### config.mk
export PLATFORM = sky130hd
export DESIGN_NAME = clause_dispatch_buffer
export DESIGN_NICKNAME = d
export VERILOG_FILES = /design/src/rtl/clause_dispatch_buffer_pkg.sv /design/src/rtl/clause_mpop_fifo.sv /design/src/rtl/clause_dispatch_buffer.sv
export SDC_FILE = /design/constraint.sdc
export NUM_CORES = 1
export LEC_CHECK = 0
export ABC_AREA = 0
export BUFFER_PORTS_ARGS = -buffer_cell sky130_fd_sc_hd__buf_2
export CAP_MARGIN = 25
export CORE_MARGIN = 1.5
export CORE_UTILIZATION = 60
export CTS_CLUSTER_DIAMETER = 60
export CTS_CLUSTER_SIZE = 25
export DETAILED_ROUTE_END_ITERATION = 8
export PLACE_DENSITY_LB_ADDON = 0.2
export REMOVE_ABC_BUFFERS = 1
export SLEW_MARGIN = 20
export SYNTH_ARGS = -nofsm -noshare
export SYNTH_HDL_FRONTEND = slang
export SYNTH_SLANG_ARGS = --single-unit
export TNS_END_PERCENT = 50
### constraint.sdc
create_clock -name clock -period 7 [get_ports clock]
set_input_delay 1.05 -clock clock [delete_from_list [all_inputs] [get_ports clock]]
set_output_delay 1.05 -clock clock [all_outputs]
set_load 0.01 [all_outputs]
### src/rtl/clause_dispatch_buffer_pkg.sv
// Shared constants and types for the clause dispatch buffer: clause geometry
// and the run-control state encoding.
package clause_dispatch_buffer_pkg;

  localparam int LIT_IDX_MAX     = 1024;
  localparam int CLA_LENGTH      = 3;
  localparam int NUM_ENGINE      = 4;
  // Literal index plus one sign bit.
  localparam int VARIABLE_LENGTH = $clog2(LIT_IDX_MAX) + 1;
  localparam int CLA_W           = CLA_LENGTH * VARIABLE_LENGTH;

  typedef logic [CLA_W-1:0] clause_t;

  typedef enum logic [1:0] {
    ST_IDLE = 2'd0,
    ST_RUN  = 2'd1,
    ST_DONE = 2'd2
  } state_t;

endpackage

### src/rtl/clause_mpop_fifo.sv
// Circular clause queue: one push per cycle, pop of up to NUM_ENGINE entries,
// and a NUM_ENGINE-wide peek window starting at the head.
module clause_mpop_fifo
  import clause_dispatch_buffer_pkg::*;
#(
  parameter  int DEPTH      = 8,
  parameter  int NUM_ENGINE = 4,
  parameter  int W          = 33,
  localparam int PTR_W      = $clog2(DEPTH),
  localparam int CW         = PTR_W + 1,
  localparam int NW         = $clog2(NUM_ENGINE) + 1
) (
  input  logic                           i_clk,
  input  logic                           i_rst,
  input  logic                           i_flush,
  input  logic                           i_push,
  input  logic [W-1:0]                   i_data,
  input  logic [NW-1:0]                  i_pop_n,
  output logic [CW-1:0]                  o_count,
  output logic [NW-1:0]                  o_avail,
  output logic [NUM_ENGINE-1:0][W-1:0]   o_peek
);

  logic [W-1:0]     r_mem [DEPTH];
  logic [PTR_W-1:0] r_head;
  logic [PTR_W-1:0] r_tail;
  logic [CW-1:0]    r_count;

  // Pointer arithmetic is PTR_W wide so wrap modulo DEPTH comes for free.
  always_ff @(posedge i_clk) begin
    if (i_rst || i_flush) begin
      r_head  <= '0;
      r_tail  <= '0;
      r_count <= '0;
    end else begin
      if (i_push) r_tail <= r_tail + PTR_W'(1);
      r_head  <= r_head + PTR_W'(i_pop_n);
      r_count <= r_count + CW'(i_push) - CW'(i_pop_n);
    end
  end

  always_ff @(posedge i_clk) begin
    if (i_push && !i_flush) r_mem[r_tail] <= i_data;
  end

  always_comb begin
    o_avail = NW'(r_count);
    if (r_count > CW'(NUM_ENGINE)) o_avail = NW'(NUM_ENGINE);
  end

  always_comb begin
    for (int i = 0; i < NUM_ENGINE; i++) begin
      o_peek[i] = r_mem[r_head + PTR_W'(i)];
    end
  end

  assign o_count = r_count;

endmodule

### src/rtl/clause_dispatch_buffer.sv
// Clause dispatch buffer: loads a run of clauses from clause memory and
// presents the oldest NUM_ENGINE of them to the engine arbiter each cycle.
// Handshakes: a clause moves in on mem_valid && mem_ready; the arbiter takes
// clause_accept clauses from slot 0 upward in the same cycle they are shown.
module clause_dispatch_buffer
  import clause_dispatch_buffer_pkg::*;
#(
  parameter  int NUM_ENGINE = 4,
  parameter  int DEPTH      = 8,
  parameter  int CLA_W      = 33,
  localparam int CW         = $clog2(DEPTH) + 1,
  localparam int NW         = $clog2(NUM_ENGINE) + 1
) (
  input  logic                              clock,
  input  logic                              reset,
  input  logic                              start,
  input  logic                              abort,
  input  logic [15:0]                       total_clauses,
  input  logic                              mem_valid,
  input  logic [CLA_W-1:0]                  mem_clause,
  output logic                              mem_ready,
  output logic [NUM_ENGINE-1:0][CLA_W-1:0]  clause_distributed,
  output logic [NW-1:0]                     clause_cnt,
  input  logic [NW-1:0]                     clause_accept,
  output logic                              busy,
  output logic                              done,
  output logic                              accept_err,
  output state_t                            o_state
);

  state_t                          r_state;
  state_t                          w_state_next;
  logic [15:0]                     r_total;
  logic [15:0]                     r_loaded;
  logic                            r_accept_err;
  logic                            w_run;
  logic                            w_start_ok;
  logic                            w_push;
  logic                            w_over;
  logic [NW-1:0]                   w_pop_n;
  logic [CW-1:0]                   w_count;
  logic [NW-1:0]                   w_avail;
  logic [NUM_ENGINE-1:0][CLA_W-1:0] w_peek;

  assign w_run     = (r_state == ST_RUN);
  // Readiness looks only at registered occupancy; a same-cycle pop never frees a slot early.
  assign mem_ready = w_run && (w_count < CW'(DEPTH)) && (r_loaded < r_total);
  assign w_push    = mem_valid && mem_ready && !abort;
  assign w_over    = (clause_accept > clause_cnt);
  assign w_pop_n   = (w_run && !abort) ? (w_over ? clause_cnt : clause_accept) : '0;

  clause_mpop_fifo #(
    .DEPTH      (DEPTH),
    .NUM_ENGINE (NUM_ENGINE),
    .W          (CLA_W)
  ) u_fifo (
    .i_clk   (clock),
    .i_rst   (reset),
    .i_flush (abort),
    .i_push  (w_push),
    .i_data  (mem_clause),
    .i_pop_n (w_pop_n),
    .o_count (w_count),
    .o_avail (w_avail),
    .o_peek  (w_peek)
  );

  always_comb begin
    w_state_next = r_state;
    w_start_ok   = 1'b0;
    if (abort) begin
      w_state_next = ST_IDLE;
    end else begin
      unique case (r_state)
        ST_IDLE: if (start) begin
          w_start_ok   = 1'b1;
          w_state_next = (total_clauses != 16'd0) ? ST_RUN : ST_DONE;
        end
        ST_RUN:  if ((r_loaded == r_total) && (w_count == '0)) w_state_next = ST_DONE;
        ST_DONE: w_state_next = ST_IDLE;
        default: w_state_next = ST_IDLE;
      endcase
    end
  end

  always_ff @(posedge clock) begin
    if (reset) begin
      r_state      <= ST_IDLE;
      r_total      <= '0;
      r_loaded     <= '0;
      r_accept_err <= 1'b0;
    end else begin
      r_state <= w_state_next;
      if (abort)           r_loaded <= '0;
      else if (w_start_ok) begin
        r_total  <= total_clauses;
        r_loaded <= '0;
      end else if (w_push) r_loaded <= r_loaded + 16'd1;
      if (w_run && !abort && w_over) r_accept_err <= 1'b1;
    end
  end

  assign clause_cnt = w_run ? w_avail : '0;

  always_comb begin
    for (int i = 0; i < NUM_ENGINE; i++) begin
      clause_distributed[i] = (NW'(i) < clause_cnt) ? w_peek[i] : '0;
    end
  end

  assign busy       = (r_state != ST_IDLE);
  assign done       = (r_state == ST_DONE);
  assign accept_err = r_accept_err;
  assign o_state    = r_state;

endmodule

After elaboration in Yosys (flattened, before gate mapping)
Memory sizes are Yosys's and may differ from the RTL's. A register that Yosys moved wholly into a read port is not among the register bits.
Index checks and enable logic that the tools add are counted.
- add/subtract/negate cells: 8
- mux-type cells: 18
- reductions and logical operators: 18
- magnitude comparators: 8
- bitwise operators: 1
- equal/unequal tests: 5
- operators with widths (kind ; number):
    two-way mux 33 bit ; 4
    adder 16 x 1 -> 16 bit, second input constant ; 1
    == test 16 bit ; 1
    < comparator 16 bit ; 1
    nonzero test 16 bit ; 1
    two-way mux 3 bit ; 5
    logical AND 1 bit ; 8
    adder 3 x 1 -> 3 bit, second input constant ; 2
    adder 3 x 2 -> 3 bit, second input constant ; 2
    < comparator 1 x 3 -> 1 bit, first input constant ; 2
    < comparator 2 x 3 -> 1 bit, first input constant ; 2
    two-way mux 2 bit ; 3
    two-way mux 1 bit ; 5
    adder 4 x 1 -> 4 bit ; 1
    > comparator 4 x 3 -> 1 bit, second input constant ; 1
    logical NOT 4 bit ; 1
    < comparator 4 bit, second input constant ; 1
    case mux 2 bit (2 select lines) ; 1
    AND reduction 2 bit ; 2
    subtractor 4 x 3 -> 4 bit ; 1
    adder 3 bit ; 1
    > comparator 3 bit ; 1
    OR reduction 3 bit ; 1
    == test 2 x 1 -> 1 bit, second input constant ; 1
    other kinds (9) ; 9
- register bits after elaboration: 45
- memories: 1
- memory bits (writable): 264
- output and inout port bits: 141
- logic and storage cells: 66
- memory list (memory ; depth ; bits a word ; rd ports ; clocked after memory_dff ; wr ports ; line ; source):
    u_fifo.r_mem ; 8 ; 33 ; 4 ; 1 ; 1 ; clause_mpop_fifo.sv:24 ; logic [W-1:0] r_mem [DEPTH];

Longest topological paths before layout
Gate-level depths: netlist of run 1.
- depth in word-level cells: 8
- depth in mapped cells: 17

By module
From an unflattened synthesis of run 1, not the netlist that was laid out.
- cells, all modules: 1236
- area total of the unflattened synthesis: 18208.7 um^2
- by module, submodules not included (module ; area each (um^2) ; instances ; sequential area each (um^2) ; cells an instance):
    clause_mpop_fifo ; 15115.7 ; 1 ; 8127.8 ; 795
    clause_dispatch_buffer ; 3093.0 ; 1 ; 700.7 ; 441

Worst setup path after synthesis of run 1
Ideal clock, no wire load.
- path kind: in2reg
- start: input abort
- end: memory u_fifo.r_mem[2][0] (enable)
- buffers on the path: 1
- setup time: 0.518 ns
- stages on the path: 5
- path slack: 1.089 ns
- arrival time: 5.393 ns
- cell sequence: buf_2 -> or3_4 -> nor3_4 -> inv_1 -> nor4b_1
- cells in the longest elaborated chain, start to end: 5
- ends and longest elaborated chain (item ; line ; source):
    start, declared ; clause_dispatch_buffer.sv:17 ; input logic abort,
    logical NOT 1 bit (*) ; clause_mpop_fifo.sv:43, clause_dispatch_buffer.sv:48 ;
    logical AND 1 bit ; clause_dispatch_buffer.sv:48 ; assign w_push = mem_valid && mem_ready && !abort;
    logical AND 1 bit (*) ; clause_mpop_fifo.sv:43 ; if (i_push && !i_flush) r_mem[r_tail] <= i_data;
    two-way mux 1 bit (*) ; clause_mpop_fifo.sv:43 ;
    two-way mux 1 bit (not written as such) (*) ; clause_mpop_fifo.sv:43 ;
    end, declared ; clause_mpop_fifo.sv:24 ;
Every way passes the cells marked *; elsewhere a longest branch is shown, timed or not.

==> flow_summary_export.csv, run 1 <==
group,metric,value,unit
power_and_ir_drop,cellLeakagePower,7.03,nW
logic_synthesis,yosys.area.top_type_share,0.423,
routing,routedWlPerCell,26.0,um
power_and_ir_drop,p_per_area,172,nW/um^2
global_routing,grt_max_degree,83,
global_routing,antenna_found_initial,5,
clock_network,clock_latency,0.55,ns
cells_and_area,nFillCells,2120,
global_routing,grt-ovfl-total,0,
logic_synthesis,avgSynthCellArea,15.2,um^2
global_routing,grt_usage,0.294,
logic_synthesis,yosysTopAreaCell,"edfxtp_1",
clock_network,numCtsBuffers,25,
sta,worst-slew-pin-transition,1.09,ns
sta,fmax,0.190,GHz
logic_synthesis,synth_area,18700,um^2
placed_design,dpl_cell_area,20100,um^2
worst_setup_path,r2r_setup_slack,2.87,ns
worst_setup_path,worstPathMaxFanout,82,
sta,hold_viol,0,
routing,drt_iter0_markers,1328,
routing,drc,0,
clock_network,ctsHtreeMaxLevel,1,
logic_synthesis,synth_async_sr_flop_share,0,
worst_setup_path,crit_chain,"buf_16 -> inv_8 -> ha_4 -> xnor2_2 -> buf_12 -> mux4_2 -> mux2i_1 -> nor2_1 -> buf_2",
worst_setup_path,critPathKind,"reg -> out",
worst_setup_path,critPathRequiredTime,5.95,ns
worst_setup_path,endpoint,"clause_distributed[106]",
clock_network,cts_sinks,309,
logic_synthesis,ys_ff_latch,309,
logic_synthesis,synthDistinctLibCells,48,
sta,post-route-min-period,5.26,ns
logic_synthesis,synth.area.top_cells,"edfxtp_1 42%, mux4_2 31%, mux2i_1 6.8%",
cells_and_area,fin_area,21000,um^2
sta,clock_skew,0.0186,ns
power_and_ir_drop,switching_share,0.236,
cells_and_area,area.growth.synth_to_final,12.1,%
routing,vias_per_cell,6.84,
floorplanning,dieArea,32300,um^2
worst_setup_path,cp-end-kind,"output port",
cells_and_area,drive_gt1_frac,0.393,
sta,period_share,0.751,
floorplanning,core_area,30700,um^2
clock_network,clk_pin_slew,0.08,ns
cells_and_area,seq_area,8840,um^2
floorplanning,io_pins,198,
sta,slew-limit-headroom,0.271,
clock_network,cts_resized,0,
power_and_ir_drop,ir_drop,163,uV
logic_synthesis,yosysWarnings,0,
logic_synthesis,synth_edf_count,264,
power_and_ir_drop,p_int,2.77,mW
cells_and_area,layoutNonFillerInstCount,1807,
sta,slew_viol_final,0,
cells_and_area,multi_input_area,9460,um^2
power_and_ir_drop,p_seq_frac,0.554,
worst_hold_path,min_path_type,"reg -> reg",
logic_synthesis,yosysMostFrequentCell,"edfxtp_1",
cells_and_area,layout.nets,1479,
floorplanning,die_h,180,um
floorplanning,start_util,0.611,
logic_synthesis,synth.yosys.seq_area_share,0.471,
worst_setup_path,start_kind,"flop",
clock_network,postCtsSetupBuffers,0,
power_and_ir_drop,pwr-share-comb,0.043,
placed_design,portBuffers,197,
worst_setup_path,regToRegEndpoint,"u_fifo.o_count[2]",
placed_design,gp_congestion,0.851,
worst_setup_path,r2r-start,"u_fifo.o_count[3]",
worst_setup_path,r2r_cells,16,
clock_network,cts_buffer_depth,3,
floorplanning,dieWidth,180,um
placed_design,place.detailed.hpwl,29000,um
global_routing,grt_pass1_wl,72900,um
floorplanning,rows,64,
sta,holdWs,0.458,ns
logic_synthesis,synthTopCellsByCount,"264 x edfxtp_1, 257 x mux4_2, 151 x nor2_1",
sta,setup_violations,0,
power_and_ir_drop,power,3.62,mW
worst_setup_path,cp-startpoint,"u_fifo.r_head[0]",
sta,rsz0062_at_grt,"no",
routing,drt.antenna.violating_nets,0,
logic_synthesis,synthCells,1236,
logic_synthesis,ys.flop_type,"edfxtp_1",
power_and_ir_drop,switchingPower,854,uW
routing,first_pass_iters,5,
clock_network,hold_buffers,0,
outcome,status,"finished, final reports clean",
routing,drt_wl_total,47000,um
worst_setup_path,crit_arrival,4.21,ns
routing,num_vias,12362,
clock_network,tritoncts,"yes",
placed_design,placed_cells,1758,
worst_setup_path,crit_slowest_cell,"xnor2_2",
global_routing,grt_pass1_vias,12559,
clock_network,cts_root_buf,"clkbuf_16",
flow_run,maxCapViolCount,0,
power_and_ir_drop,clkPwrFrac,0.403,
worst_setup_path,slowest_delay,0.85,ns
layout make-up:
cell class	instances	share of cell area
timing repair buffer	223	0.0587
inverter	30	0.00572
tap	396	0.0236
antenna	3	0.000357
clock inverter	19	0.0104
clock buffer	26	0.0300
multi-input combinational	801	0.450
sequential	309	0.421
kinds of logic (layout without fill, tap and decap cells):
kind of cell | count (synthesis) | after routing | share of synthesized area
muxes | 386 | 386 | 0.378
DFF | 309 | 309 | 0.471
and+or+nand+nor | 304 | 304 | 0.0726
buffers and inverters | 126 | 298 | 0.0290
AOI/OAI and AO/OA | 64 | 64 | 0.0200
adders and majority gates | 32 | 32 | 0.0222
xor gates and xnor gates | 15 | 15 | 0.00701
other | 0 | 3 | 0
worst max-delay path, delay by kind of cell, from the launching register on:
family                   cells  cell delay, ns
XOR/XNOR                     1            0.85
adder cells (fa/ha/maj)      1            0.29
buffers and inverters        4            1.19
flip-flops                   1            0.59
multiplexers                 2            0.60
AND/OR/NAND/NOR              1            0.06
power groups by stage:
stage          combinational (mW)  sequential [mW]  clock, mW
6_report                    0.156             2.01       1.46
5_1_grt                     0.172             2.01       1.54
4_1_cts                     0.155             2.01       1.48
3_5_place_dp                0.155             2.05          0
3_3_place_gp                0.150             2.05          0
2_1_floorplan              0.0919             2.05          0
per-layer routing:
metal  vias to the layer above  routed length, um  global-route usage
li1                       5323                  -                   -
met1                      6257              18000               0.396
met2                       687              23500               0.490
met3                        91               4270              0.0608
met4                         4               1190              0.0813
met5                         -                 27                   0
per-stage QoR:
stage	utilization	TNS [ns]	setup WS, ns
after floorplan	-	-623.87	-9.82
after global placement	0.655	0	1.97
after detailed placement	0.656	0	1.88
after CTS	0.684	0	1.28
after global routing	0.685	0	1.52
final	0.685	0	1.74
layout by cell type (no fill, tap or decap), types with 8 or more instances in the layout:
| cell | count |
|---|---|
| a21oi_1 | 44 |
| edfxtp_1 | 264 |
| nor2_1 | 149 |
| mux4_2 | 257 |
| buf_2 | 197 |
| nand4_1 | 10 |
| nor4_1 | 9 |
| and3_1 | 8 |
| buf_4 | 23 |
| ha_1 | 29 |
| dfxtp_1 | 42 |
| inv_1 | 28 |
| nand2_1 | 78 |
| clkbuf_16 | 25 |
| mux2i_1 | 127 |
| xnor2_1 | 11 |
how the worst min path moves through the flow:
stage                start           to  slack [ns]  cells after the start
6_report        r_total[7]   r_total[7]        0.46                      2
5_1_grt         r_total[9]   r_total[9]        0.49                      2
4_1_cts        r_total[10]  r_total[10]        0.46                      2
3_5_place_dp   r_total[10]  r_total[10]        0.45                      2
3_3_place_gp    r_total[6]   r_total[6]        0.44                      2
2_1_floorplan  r_total[10]  r_total[10]        0.43                      2
state kept, by name, summed over array words and instances, names as in the netlist:
name	flops
u_fifo.r_mem	264
r_loaded	16
r_total	16
u_fifo.o_count	4
u_fifo.r_head	3
u_fifo.r_tail	3
o_state	2
accept_err	1
(Power assumes the default switching activity.)
==> run 2: changes to the inputs <==
Settings changed: ABC_AREA 0 to 1, CORE_UTILIZATION 60 to 54.
Clock period 7 ns to 4.45 ns, I/O delays scaled along.
==> run 2 against run 1 <==
Net effect: die area is 5.9% higher; critical path depth fell by 1; flip-flop and latch count did not move; final area shrank 4.6%; cell count grew 46%; synthesized cell count grew 66%; via count is 26% higher; power increased by 65%; utilization down 6.9 points; routed wire length increased by 10%; clock power up 71%; clock skew grew 0.0052 ns; critical path type unchanged; highest routed layer unchanged.
==> flow_summary_export.csv, run 2 <==
group,metric,value,unit
routing,drt.antenna.violating_nets,0,
worst_setup_path,cp-end-kind,"output port",
logic_synthesis,ys.flop_type,"edfxtp_1",
routing,drt_wl_total,51700,um
floorplanning,dieArea,34200,um^2
worst_hold_path,min_path_type,"in -> reg",
sta,slew-limit-headroom,0.361,
power_and_ir_drop,ir_drop,368,uV
floorplanning,rows,66,
logic_synthesis,yosys.area.top_type_share,0.444,
power_and_ir_drop,p_seq_frac,0.530,
cells_and_area,layout.nets,2271,
floorplanning,start_util,0.549,
flow_run,maxCapViolCount,0,
logic_synthesis,ys_ff_latch,309,
sta,holdWs,0.370,ns
logic_synthesis,yosysMostFrequentCell,"nand2_1",
cells_and_area,reg.largest.list,"u_fifo.r_mem x264, r_loaded x16, r_total x16",
power_and_ir_drop,p_per_area,297,nW/um^2
logic_synthesis,yosysTopAreaCell,"edfxtp_1",
clock_network,numCtsBuffers,26,
clock_network,cts_sinks,309,
clock_network,cts_resized,0,
cells_and_area,largest_register_ffs,264,
clock_network,postCtsSetupBuffers,0,
worst_setup_path,start_kind,"flop",
floorplanning,die_h,185,um
logic_synthesis,yosysWarnings,0,
sta,clock_skew,0.0239,ns
outcome,status,"finished, final reports clean",
floorplanning,core_area,32500,um^2
sta,hold_viol,0,
global_routing,grt_max_degree,220,
cells_and_area,drive_gt1_frac,0.165,
worst_setup_path,crit_arrival,3.42,ns
placed_design,gp_congestion,0.875,
clock_network,cts_root_buf,"clkbuf_16",
worst_setup_path,critPathKind,"reg -> out",
logic_synthesis,synth_async_sr_flop_share,0,
routing,first_pass_iters,6,
floorplanning,dieWidth,185,um
routing,routedWlPerCell,19.6,um
power_and_ir_drop,pwr-share-comb,0.051,
global_routing,grt_pass1_wl,78300,um
routing,num_vias,15589,
clock_network,hold_buffers,0,
routing,vias_per_cell,5.89,
clock_network,ctsHtreeMaxLevel,1,
logic_synthesis,synth_edf_count,264,
cells_and_area,fin_util,0.616,
global_routing,grt_usage,0.300,
worst_setup_path,critPathRequiredTime,3.78,ns
placed_design,portBuffers,197,
clock_network,clk_pin_slew,0.09,ns
worst_setup_path,crit_chain,"inv_1 -> ha_4 -> clkinv_2 -> buf_4 -> o21ai_0 -> o22ai_1 -> nor2_1 -> buf_2",
sta,setup_violations,0,
power_and_ir_drop,clkPwrFrac,0.419,
logic_synthesis,avgSynthCellArea,8.69,um^2
logic_synthesis,synthDistinctLibCells,43,
floorplanning,io_pins,198,
sta,fmax,0.245,GHz
clock_network,cts_buffer_depth,3,
global_routing,antenna_found_initial,7,
logic_synthesis,synth_area,17900,um^2
sta,post-route-min-period,4.09,ns
logic_synthesis,synthTopCellsByCount,"349 x nand2_1, 316 x o21ai_0, 264 x edfxtp_1",
logic_synthesis,synth.area.top_cells,"edfxtp_1 44%, o21ai_0 8.8%, nand2_1 7.3%",
power_and_ir_drop,p_int,4.47,mW
sta,rsz0062_at_grt,"no",
clock_network,clock_latency,0.56,ns
cells_and_area,final_common_cell,"nand2_1",
power_and_ir_drop,switching_share,0.251,
worst_setup_path,crit_slowest_cell,"dfxtp_4",
cells_and_area,regMostFlops,"u_fifo.r_mem",
sta,worst-slew-pin-transition,0.957,ns
placed_design,place.detailed.hpwl,32000,um
logic_synthesis,synthCells,2056,
logic_synthesis,synth.yosys.seq_area_share,0.494,
sta,period_share,0.919,
worst_setup_path,slowest_delay,0.54,ns
cells_and_area,area.growth.synth_to_final,12.1,%
global_routing,grt_pass1_vias,14299,
sta,slew_viol_final,0,
power_and_ir_drop,switchingPower,1.49,mW
routing,drc,0,
cells_and_area,final_cell_mix,"348 x nand2_1, 316 x o21ai_0, 264 x edfxtp_1, 252 x nor2_1, 197 x buf_2",
worst_setup_path,worstPathMaxFanout,45,
global_routing,grt-ovfl-total,0,
routing,drt_iter0_markers,1678,
clock_network,tritoncts,"yes",
power_and_ir_drop,cellLeakagePower,7.47,nW
-- run 2: cells by family after synthesis --
logic type,synth area share
buf+inv,0.0846
xor+xnor,0.00525
mux,0.0392
flops,0.494
compound gates,0.174
simple gates,0.180
fa+ha+maj,0.0232
-- run 2: per-stage QoR --
step	power (mW)	cell area (um^2)	TNS (ns)	std cells	setup WS (ns)
final	5.96	20000	0	2645	0.362
after floorplan	3.40	17100	-1095.31	1917	-10.67
after detailed placement	3.52	19100	0	2595	1.08
after global routing	6.13	20000	0	2645	0.221
after CTS	5.99	20000	0	2643	0.469
after global placement	3.51	19100	0	2595	1.19
-- run 2: worst paths after layout --
check                                       from                       to  slack [ns]  cells after the start
worst max-delay path            u_fifo.r_head[0]  clause_distributed[131]        0.36                      8
worst min-delay path               mem_clause[5]       u_fifo.r_mem[4][5]        0.37                      1
worst max register to register        o_state[0]        u_fifo.o_count[3]        1.11                     20
worst min register to register        accept_err               accept_err        0.46                      2
-- run 2: final cells by class --
class                      instances  area [um^2]
timing repair buffer             237         1360
multi-input combinational       1424         7640
clock buffer                      27          676
tap                              442          553
antenna                            1         2.50
fill                            2799        12500
sequential                       309         8830
clock inverter                    21          283
inverter                         184          692
-- run 2: power by group through the flow --
| stage | sequential [mW] | clock, mW | combinational [mW] |
|---|---|---|---|
| 2_1_floorplan | 3.23 | 0 | 0.169 |
| 3_3_place_gp | 3.22 | 0 | 0.291 |
| 3_5_place_dp | 3.22 | 0 | 0.301 |
| 4_1_cts | 3.16 | 2.53 | 0.302 |
| 5_1_grt | 3.16 | 2.64 | 0.338 |
| 6_report | 3.16 | 2.50 | 0.305 |
-- run 2: layer usage --
metal  part of all wire  global-route usage  vias up
li1                   -                   -     7392
met4              0.036               0.118       10
met2               0.45               0.486      857
met3               0.11              0.0551      156
met1               0.40               0.401     7174
met5             0.0014                   0        -
-- run 2: worst max-delay path, delay by kind of cell, from the launching register on --
| family | cells | cell delay, ns |
|---|---|---|
| flip-flops | 1 | 0.54 |
| AO/OA/AOI/OAI | 2 | 0.39 |
| adder cells (fa/ha/maj) | 1 | 0.45 |
| buffers and inverters | 4 | 1.29 |
| AND/OR/NAND/NOR | 1 | 0.17 |
